--- src/rtl/accel_spi_reader_pkg.sv ---
// Shared constants and state types for the ADXL362 SPI reader.
// Covers the sensor opcodes, the register map subset and the FSM encodings.
package accel_spi_reader_pkg;

  localparam logic [7:0] ADXL_WR       = 8'h0A;
  localparam logic [7:0] ADXL_RD       = 8'h0B;
  localparam logic [7:0] REG_POWER_CTL = 8'h2D;
  localparam logic [7:0] REG_XDATA     = 8'h08;
  localparam logic [7:0] PWR_MEASURE   = 8'h02;

  typedef enum logic [2:0] {
    StPwrWait,
    StCfg,
    StIdle,
    StRead,
    StUpdate
  } reader_state_e;

  typedef enum logic [2:0] {
    ShIdle,
    ShSetup,
    ShLow,
    ShHigh,
    ShHold,
    ShGap
  } shifter_state_e;

  // Negation that clamps -128 to +127 instead of wrapping back to -128.
  function automatic logic [7:0] sat_neg(input logic [7:0] raw);
    return (raw == 8'h80) ? 8'h7F : ((~raw) + 8'd1);
  endfunction

endpackage

--- src/rtl/accel_spi_reader_if.sv ---
// SPI pin bundle between the reader (master) and the accelerometer (slave).
interface accel_spi_reader_if;
  logic spi_sclk;
  logic spi_mosi;
  logic spi_cs_n;
  logic spi_miso;

  modport master (output spi_sclk, output spi_mosi, output spi_cs_n, input spi_miso);
  modport slave  (input spi_sclk, input spi_mosi, input spi_cs_n, output spi_miso);
endinterface

--- src/rtl/spi_byte_shifter.sv ---
// Mode-0 SPI byte engine: owns CS/SCLK/MOSI timing for a multi-byte transfer.
// Next tx byte and last flag are sampled at each byte boundary; done marks each finished byte.
module spi_byte_shifter
  import accel_spi_reader_pkg::*;
#(
  parameter int unsigned CLK_DIV = 50
) (
  input  logic       CLK,
  input  logic       rst_n,
  input  logic       start,
  input  logic [7:0] tx_byte,
  input  logic       last_byte,
  output logic [7:0] rx_byte,
  output logic       done,
  input  logic       miso,
  output logic       sclk,
  output logic       mosi,
  output logic       cs_n
);

  localparam int unsigned CntW = (CLK_DIV > 1) ? $clog2(CLK_DIV) : 1;

  shifter_state_e  state_q;
  logic [CntW-1:0] cnt_q;
  logic [2:0]      bit_q;
  logic [7:0]      tx_q;
  logic            last_q;
  logic            phase_end;

  assign phase_end = (cnt_q == CntW'(CLK_DIV - 1));

  always_ff @(posedge CLK or negedge rst_n) begin
    if (!rst_n) begin
      state_q <= ShIdle;
      cnt_q   <= '0;
      bit_q   <= '0;
      tx_q    <= '0;
      last_q  <= 1'b0;
      rx_byte <= '0;
      done    <= 1'b0;
      sclk    <= 1'b0;
      mosi    <= 1'b0;
      cs_n    <= 1'b1;
    end else begin
      done <= 1'b0;
      if (state_q != ShIdle) cnt_q <= phase_end ? '0 : cnt_q + 1'b1;
      unique case (state_q)
        ShIdle: begin
          if (start) begin
            cs_n    <= 1'b0;
            mosi    <= tx_byte[7];
            tx_q    <= {tx_byte[6:0], 1'b0};
            last_q  <= last_byte;
            bit_q   <= '0;
            state_q <= ShSetup;
          end
        end
        ShSetup: if (phase_end) state_q <= ShLow;
        ShLow: begin
          if (phase_end) begin
            sclk    <= 1'b1;
            rx_byte <= {rx_byte[6:0], miso};
            state_q <= ShHigh;
            // The final byte reports completion only once CS is released.
            if (bit_q == 3'd7 && !last_q) done <= 1'b1;
          end
        end
        ShHigh: begin
          if (phase_end) begin
            sclk  <= 1'b0;
            bit_q <= bit_q + 3'd1;
            if (bit_q != 3'd7) begin
              mosi    <= tx_q[7];
              tx_q    <= {tx_q[6:0], 1'b0};
              state_q <= ShLow;
            end else if (last_q) begin
              state_q <= ShHold;
            end else begin
              mosi    <= tx_byte[7];
              tx_q    <= {tx_byte[6:0], 1'b0};
              last_q  <= last_byte;
              state_q <= ShLow;
            end
          end
        end
        ShHold: begin
          if (phase_end) begin
            cs_n    <= 1'b1;
            mosi    <= 1'b0;
            done    <= 1'b1;
            state_q <= ShGap;
          end
        end
        ShGap: if (phase_end) state_q <= ShIdle;
        default: state_q <= ShIdle;
      endcase
    end
  end

endmodule

--- src/rtl/accel_spi_reader.sv ---
// ADXL362 front end: one-time power-up configuration, then periodic X/Y burst reads.
// Sample timer runs across all post-config states so read starts are exactly SAMPLE_PERIOD apart.
module accel_spi_reader
  import accel_spi_reader_pkg::*;
#(
  parameter int unsigned CLK_DIV       = 50,
  parameter int unsigned SAMPLE_PERIOD = 1_000_000,
  parameter int unsigned INIT_WAIT     = 1_000_000,
  parameter bit          INVERT_X      = 1'b0,
  parameter bit          INVERT_Y      = 1'b0
) (
  input  logic                       CLK,
  input  logic                       rst_n,
  input  logic                       i_enable,
  accel_spi_reader_if.master         spi,
  output logic [7:0]                 accel_x,
  output logic [7:0]                 accel_y,
  output logic                       o_sample_valid,
  output logic                       o_ready
);

  // Read start to shifter idle again: 66 CS-low half-periods, CS rise, gap, update.
  localparam int unsigned MinPeriod = 67 * CLK_DIV + 2;

  reader_state_e state_q;
  logic [31:0]   wait_q;
  logic [31:0]   timer_q;
  logic [1:0]    byte_idx_q;
  logic [7:0]    x_raw_q;

  logic          sh_start;
  logic          sh_done;
  logic [7:0]    sh_rx;
  logic [7:0]    tx_byte;
  logic          last_byte;
  logic          cfg_start;
  logic          read_start;

  assign cfg_start  = (state_q == StPwrWait) && (wait_q == 32'(INIT_WAIT - 1));
  assign read_start = (state_q == StIdle) && i_enable && (timer_q == 32'(SAMPLE_PERIOD - 1));
  assign sh_start   = cfg_start || read_start;

  always_comb begin
    tx_byte   = 8'h00;
    last_byte = 1'b0;
    if (state_q == StIdle || state_q == StRead) begin
      case (byte_idx_q)
        2'd0:    tx_byte = ADXL_RD;
        2'd1:    tx_byte = REG_XDATA;
        default: tx_byte = 8'h00;
      endcase
      last_byte = (byte_idx_q == 2'd3);
    end else begin
      case (byte_idx_q)
        2'd0:    tx_byte = ADXL_WR;
        2'd1:    tx_byte = REG_POWER_CTL;
        default: tx_byte = PWR_MEASURE;
      endcase
      last_byte = (byte_idx_q == 2'd2);
    end
  end

  always_ff @(posedge CLK or negedge rst_n) begin
    if (!rst_n) begin
      state_q        <= StPwrWait;
      wait_q         <= '0;
      timer_q        <= '0;
      byte_idx_q     <= '0;
      x_raw_q        <= '0;
      accel_x        <= '0;
      accel_y        <= '0;
      o_sample_valid <= 1'b0;
      o_ready        <= 1'b0;
    end else begin
      o_sample_valid <= 1'b0;
      if (o_ready && i_enable) begin
        timer_q <= (timer_q == 32'(SAMPLE_PERIOD - 1)) ? '0 : timer_q + 32'd1;
      end
      unique case (state_q)
        StPwrWait: begin
          if (cfg_start) state_q <= StCfg;
          else           wait_q  <= wait_q + 32'd1;
        end
        StCfg: begin
          if (sh_done) begin
            if (byte_idx_q == 2'd2) begin
              byte_idx_q <= '0;
              o_ready    <= 1'b1;
              state_q    <= StIdle;
            end else begin
              byte_idx_q <= byte_idx_q + 2'd1;
            end
          end
        end
        StIdle: if (read_start) state_q <= StRead;
        StRead: begin
          if (sh_done) begin
            if (byte_idx_q == 2'd2) x_raw_q <= sh_rx;
            if (byte_idx_q == 2'd3) begin
              byte_idx_q     <= '0;
              accel_x        <= INVERT_X ? sat_neg(x_raw_q) : x_raw_q;
              accel_y        <= INVERT_Y ? sat_neg(sh_rx) : sh_rx;
              o_sample_valid <= 1'b1;
              state_q        <= StUpdate;
            end else begin
              byte_idx_q <= byte_idx_q + 2'd1;
            end
          end
        end
        StUpdate: state_q <= StIdle;
        default:  state_q <= StPwrWait;
      endcase
    end
  end

  spi_byte_shifter #(
    .CLK_DIV(CLK_DIV)
  ) u_shifter (
    .CLK      (CLK),
    .rst_n    (rst_n),
    .start    (sh_start),
    .tx_byte  (tx_byte),
    .last_byte(last_byte),
    .rx_byte  (sh_rx),
    .done     (sh_done),
    .miso     (spi.spi_miso),
    .sclk     (spi.spi_sclk),
    .mosi     (spi.spi_mosi),
    .cs_n     (spi.spi_cs_n)
  );

  clk_div_min: assert property (@(posedge CLK) disable iff (!rst_n) CLK_DIV >= 2);
  period_fits_read: assert property (@(posedge CLK) disable iff (!rst_n)
                                     SAMPLE_PERIOD > MinPeriod);

endmodule

--- src/flat_wrapper.sv ---
// flat-port wrapper written by rule: the top's interface ports become plain ports
module accel_spi_reader_flat import accel_spi_reader_pkg::*;
#(
  parameter int unsigned CLK_DIV       = 50,
  parameter int unsigned SAMPLE_PERIOD = 1_000_000,
  parameter int unsigned INIT_WAIT     = 1_000_000,
  parameter bit          INVERT_X      = 1'b0,
  parameter bit          INVERT_Y      = 1'b0
)
  (CLK, rst_n, i_enable, accel_x, accel_y, o_sample_valid, o_ready, spi_spi_sclk, spi_spi_mosi, spi_spi_cs_n, spi_spi_miso);
  accel_spi_reader_if spi_i ();
  input  logic CLK;
  input  logic rst_n;
  input  logic i_enable;
  output logic [7:0] accel_x;
  output logic [7:0] accel_y;
  output logic o_sample_valid;
  output logic o_ready;
  output wire logic [$bits(spi_i.spi_sclk)-1:0] spi_spi_sclk;
  output wire logic [$bits(spi_i.spi_mosi)-1:0] spi_spi_mosi;
  output wire logic [$bits(spi_i.spi_cs_n)-1:0] spi_spi_cs_n;
  input wire logic [$bits(spi_i.spi_miso)-1:0] spi_spi_miso;
  assign spi_spi_sclk = spi_i.spi_sclk;
  assign spi_spi_mosi = spi_i.spi_mosi;
  assign spi_spi_cs_n = spi_i.spi_cs_n;
  assign spi_i.spi_miso = spi_spi_miso;
  accel_spi_reader #(.CLK_DIV(CLK_DIV), .SAMPLE_PERIOD(SAMPLE_PERIOD), .INIT_WAIT(INIT_WAIT), .INVERT_X(INVERT_X), .INVERT_Y(INVERT_Y)) u_core (.CLK(CLK), .rst_n(rst_n), .i_enable(i_enable), .spi(spi_i), .accel_x(accel_x), .accel_y(accel_y), .o_sample_valid(o_sample_valid), .o_ready(o_ready));
endmodule
--- config.mk ---
export PLATFORM = sky130hd
export DESIGN_NAME = accel_spi_reader_flat
export DESIGN_NICKNAME = d
export VERILOG_FILES = /design/src/rtl/accel_spi_reader_pkg.sv /design/src/rtl/accel_spi_reader_if.sv /design/src/rtl/spi_byte_shifter.sv /design/src/rtl/accel_spi_reader.sv /design/src/flat_wrapper.sv
export SDC_FILE = /design/constraint.sdc
export NUM_CORES = 1
export LEC_CHECK = 0
export ABC_AREA = 1
export CAP_MARGIN = 0
export CELL_PAD_IN_SITES_DETAIL_PLACEMENT = 1
export CELL_PAD_IN_SITES_GLOBAL_PLACEMENT = 1
export CORE_MARGIN = 8
export CORE_UTILIZATION = 49
export DETAILED_ROUTE_END_ITERATION = 7
export GPL_TIMING_DRIVEN = 0
export PLACE_DENSITY_LB_ADDON = 0.08
export REMOVE_ABC_BUFFERS = 1
export SYNTH_ARGS = -nofsm -noshare
export SYNTH_HDL_FRONTEND = slang
export SYNTH_HIERARCHICAL = 1
export SYNTH_SLANG_ARGS = --single-unit
--- constraint.sdc ---
create_clock -name CLK -period 5.3 [get_ports CLK]
set_input_delay 1.06 -clock CLK [delete_from_list [all_inputs] [get_ports CLK]]
set_output_delay 1.06 -clock CLK [all_outputs]
set_load 0.01 [all_outputs]
-- After elaboration in Yosys (flattened, before gate mapping)
Cells that the tools add are included.
- $add $sub $neg: 5
- muxes and demuxes: 57
- bitwise gates (word level): 1
- equal/unequal tests: 31
- reduce and logical (&&, ||, !) cells: 31
- operators with widths (cell ; count):
    adder 32 x 1 -> 32 bit (second input constant) ; 2
    == test 32 x 20 -> 1 bit (second input constant) ; 2
    two-way mux 3 bit ; 16
    two-way mux 8 bit ; 5
    two-way mux 32 bit ; 1
    AND reduction 3 bit ; 7
    two-way mux 1 bit ; 18
    inequality test 2 bit (second input constant) ; 9
    case mux 3 bit (6 select lines) ; 1
    case mux 8 bit (2 select lines) ; 1
    case mux 3 bit (5 select lines) ; 1
    == test 3 x 2 -> 1 bit (second input constant) ; 4
    == test 3 bit (second input constant) ; 4
    case mux 6 bit (2 select lines) ; 1
    AND reduction 6 bit ; 2
    two-way mux 2 bit ; 4
    inequality test 2 x 1 -> 1 bit (second input constant) ; 4
    case mux 1 bit (2 select lines) ; 4
    case mux 4 bit (2 select lines) ; 1
    AND reduction 4 bit ; 2
    nonzero test 2 bit ; 4
    adder 6 x 1 -> 6 bit (second input constant) ; 1
    == test 3 x 1 -> 1 bit (second input constant) ; 2
    == test 6 bit (second input constant) ; 1
    18 further kinds ; 28
- register bits after elaboration: 128
- input bits: 4
- logic and storage cells: 144
- output and inout bits: 21

-- Logic depth before layout (Yosys ltp)
- depth after elaboration: 7
- gate-level depth with buffers: 15
- depth with buffers taken out: 14

-- Cells and area by module
Netlist, hierarchy kept.
- modules (own cells, without submodules) (module ; area an instance (um^2) ; seq. area each (um^2) ; instances ; cells each):
    accel_spi_reader ; 5390.2 ; 2377.3 ; 1 ; 735
    spi_byte_shifter ; 1721.7 ; 802.0 ; 1 ; 208

-- Least setup slack after synthesis
Ideal clock, no wire load.
- path kind: input to register
- start point: input i_enable
- end point: register u_core.u_shifter.tx_q[4]
- path buffers: 1
- stages: 12
- path slack: 3.084 ns
- arrival: 2.099 ns
- library setup time: 0.117 ns
- data required time: 5.183 ns
- path through: inv_1 > nor2_1 > nand3_1 > nand2_1 > nand3_1 > inv_1 > inv_1 > o21ai_4 > nand3_4 > buf_6 > nand2_2 > o21ai_2
- word-level cells in the longest chain between the ends: 5
- ends and longest elaborated chain (what ; line ; text):
    start, declared ; flat_wrapper.sv:14 ; input logic i_enable;
    logical AND 1 bit (2 in a row) ; accel_spi_reader.sv:40 ; assign read_start = (state_q == StIdle) && i_enable && (timer_q == 32'(SAMPLE_PERIOD - 1));
    logical OR 1 bit ; accel_spi_reader.sv:41 ; assign sh_start = cfg_start || read_start;
    net u_core.sh_start ; accel_spi_reader.sv:31 ; logic sh_start;
    inequality test 2 x 1 -> 1 bit (no line) ; n/a ;
    AND reduction 4 bit (no line) ; n/a ;
    end signal, assigned ; spi_byte_shifter.sv:52 ; tx_q <= {tx_byte[6:0], 1'b0};
    end signal, assigned ; spi_byte_shifter.sv:74 ; tx_q <= {tx_q[6:0], 1'b0};
    end signal, assigned ; spi_byte_shifter.sv:80 ; tx_q <= {tx_byte[6:0], 1'b0};
    end, declared ; spi_byte_shifter.sv:26 ; logic [7:0] tx_q;
The timed path passes the listed nets, and every way through them passes these cells.
A chain may end at the register's enable or synchronous reset.

-- Worst setup path after layout
- start point: input i_enable
- end point: register u_core.timer_q[23]
- word-level cells in the longest chain between the ends: 1
- ends and longest elaborated chain (what ; line ; text):
    logical AND 1 bit ; accel_spi_reader.sv:76 ; if (o_ready && i_enable) begin
    end signal, assigned ; accel_spi_reader.sv:77 ; timer_q <= (timer_q == 32'(SAMPLE_PERIOD - 1)) ? '0 : timer_q + 32'd1;
    end, declared ; accel_spi_reader.sv:27 ; logic [31:0] timer_q;
No other way between the ends.

==> out/results.ini <==
[run_status]
status = finished clean

[detailed_routing]
dr.pass1.iters = 4
drt_iter0_drc = 281
wl_per_cell_um = 16.0
wl_mm = 18.8
via_per_inst = 5.30
drc_errors = 0
num_vias = 6233
antenna_left = 0

[sta]
maxSlewViolCount = 0
slew_headroom_pct = 65.7
setup_viol = 0
fin_crit_ns = 2.81
fin_tns_setup_ns = 0
skew_ns = 0.00833
finalCritPeriodShare_pct = 53.1
layout_setup_ws_ns = 2.49
hold_viol = 0
rsz0062_at_grt = no
fmax_mhz = 355
worstMarginPinSlew_ns = 0.514

[die]
initial_utilization_pct = 49.5
chipHeight_um = 136
dieArea_um2 = 18600
die_w_um = 136
io_pins = 25
core-area_um2 = 14400
num_rows = 44

[placed_design]
gp_congestion = 0.822
place_ws_ns = 2.10
io_buffers = 24
hpwlAfterDp_mm = 13.7

[synthesis]
ys_warn_count = 6
synth_area_um2 = 7110
synth_top_family_by_area = simple AND/OR/NAND/NOR gates
synth_mux_area_share_pct = 0
syn_inst = 943
synthTopCellsByCount = nand2_1, dfrtp_1, inv_1, nor2_1, nand3_1
yosysMostFrequentCell = nand2_1
synth_compound_area_share_pct = 6.19
synth-edff-count = 0
synth_top_area_share_pct = 44.3
synth.ff_latch_count = 127
synth_xor_xnor_area_share_pct = 4.68
async_reset_ff_share_pct = 100
ys_types = 46
synth-adder-area-share_pct = 2.11
yosysSeqAreaShare_pct = 44.7
synth.avg_cell_area_um2 = 7.54
synthSimpleGateAreaFrac_pct = 34.6
synth.largest_area_cell = dfrtp_1
ys.flop_type = dfrtp_1
yosys-top-cells-area = dfrtp_1, nand2_1, inv_1, nor2_1, xor2_1

[final_layout]
seq_area_um2 = 3180
diodes = 0
syn2layout_area_growth_pct = 14.3
post-route-util_pct = 56.6
n_fill_cell = 1820
nNetsFinal = 995
multi_input_area_um2 = 3400
drive_above_1_share_pct = 9.88

[worst_setup_path]
crit_type = in2reg
endpoint_kind = flip-flop
critical_path_required_ns = 5.61
path_max_fanout = 13
start_kind = primary input
r2r_start = u_core/wait_q[0]
crit_arrival_ns = 3.12
critPathLaunch = i_enable
r2r_cells = 14

[cts]
htreeDepth = 4
cts_tree = built
clkSlewWorstSetupHoldPaths_ns = 0.07
cts_setup_buffers = 0
clock_latency_ns = 0.43
cts_buffer_depth = 2
cts.repair.resized = 0
cts_hold_repair.buffers = 0
clock-root-buffer = clkbuf_16
numCtsBuffers = 17
cts_sinks = 127

[grt]
grt-ovfl-total = 0
grt_pass1_wl_mm = 33.2
grt_max_degree = 83
grt_antenna_before_repair = 0
grt_use_total_pct = 22.2
grt_pass1_vias = 6906

[hold_path]
min_path_type = reg2reg
hp-start = u_core/u_shifter/mosi
hold_depth = 2

[flow_run]
maxCapViolCount = 0

[pwr]
irDropWorstVdd_mv = 0.229
p_per_area_nw_per_um2 = 264
leakagePower_nw = 3.95

cell usage in the layout (no fill, tap or decap), types with 2 or more instances in the layout:
cell             netlist  routed
xor2_1                33      33
nand2_1              314     314
nor2_2                11      11
nor3_2                 3       3
or2_2                  3       3
nor2_1               100     100
clkdlybuf4s50_1        0      23
o21ai_1                9       9
clkinv_4               0       2
nand3b_1               3       3
clkinv_8               0       2
clkinv_1               2       2
inv_1                113     113
o21ai_0               35      35
ha_1                  12      12
a21oi_1               10      10
nor3_1                25      25
o21ai_2                7       7
o22ai_1                2       2
inv_6                  0       4
inv_2                  8       8
xnor2_1                5       5
nand3_2                6       6
nand2_2               12      12
nor2_4                 7       7
inv_8                  0       6
nand4_1               20      20
conb_1                 1       4
nand3_1               48      48
clkbuf_16              0      17
dfrtp_1              126     126
sequential cells by signal, indices dropped and copies added (netlist names), 2 cells and up:
register / count
u_core/byte_idx_q: 2
u_core/accel_x: 8
u_core/u_shifter/tx_q: 7
u_core/wait_q: 32
u_core/accel_y: 8
u_core/state_q: 3
u_core/u_shifter/bit_q: 3
u_core/u_shifter/state_q: 3
u_core/u_shifter/rx_byte: 8
u_core/timer_q: 32
u_core/u_shifter/cnt_q: 6
u_core/x_raw_q: 8
worst max-delay path, cell delays in order:
cell and delay (ns):
clkdlybuf4s50_1 0.52, nand2_1 0.19, inv_1 0.39, nand3_1 0.25
inv_1 0.12, nand2_1 0.12, nor2_1 0.21, nand2_1 0.10
xor2_1 0.16
final timing paths:
path / endpoint / slack (ns)
max: u_core/timer_q[23] / 2.49
min: u_core/u_shifter/mosi / 0.47
max reg2reg: u_core/u_shifter/tx_q[3] / 2.70
min reg2reg: u_core/u_shifter/mosi / 0.47
max in group asynchronous: u_core/u_shifter/cs_n / 3.96
min in group asynchronous: u_core/timer_q[16] / 0.57
per-layer routing:
| metal | vias up | share of wire, % | wire length [um] | GRT usage [%] |
|---|---|---|---|---|
| met3 | 29 | 2.7 | 502 | 4.66 |
| met2 | 73 | 53 | 9930 | 39.1 |
| met1 | 3101 | 43 | 8110 | 26.4 |
| met4 | 0 | 1.6 | 309 | 7.20 |
| met5 | - | 0 | 0 | 0 |
| li1 | 3030 | - | - | - |
cell type report:
type                       instances  share of cell area (%)
multi-input combinational        685                    41.9
clock buffer                      17                    5.23
clock inverter                    15                    1.97
sequential                       127                    39.1
inverter                         123                    5.68
tap                              184                    2.83
timing repair buffer              25                    3.31
metrics by stage:
step / power, mW / hold slack, ns / cells / instance area [um2]
3_3_place_gp: 1.01 / 0.452 / 1143 / 7510
5_1_grt: 2.22 / 0.505 / 1176 / 8130
3_5_place_dp: 1.02 / 0.460 / 1144 / 7540
4_1_cts: 2.17 / 0.473 / 1176 / 8130
6_report: 2.15 / 0.471 / 1176 / 8130
2_1_floorplan: 0.990 / 0.442 / 935 / 7040
cell families (layout without fill, tap and decap cells):
kind of cell,Yosys count,after routing
xor+xnor,38,38
simple gates,558,558
flops,127,127
buf+inv,134,180
fa+ha+maj,12,12
other cells,1,4
compound gates,73,73
power by group:
part           total, mW  switching, mW  internal [mW]
sequential         0.969              0          0.969
clock               1.15          0.518          0.631
combinational     0.0265         0.0212        0.00525
Power figures use the tool's default switching activity.
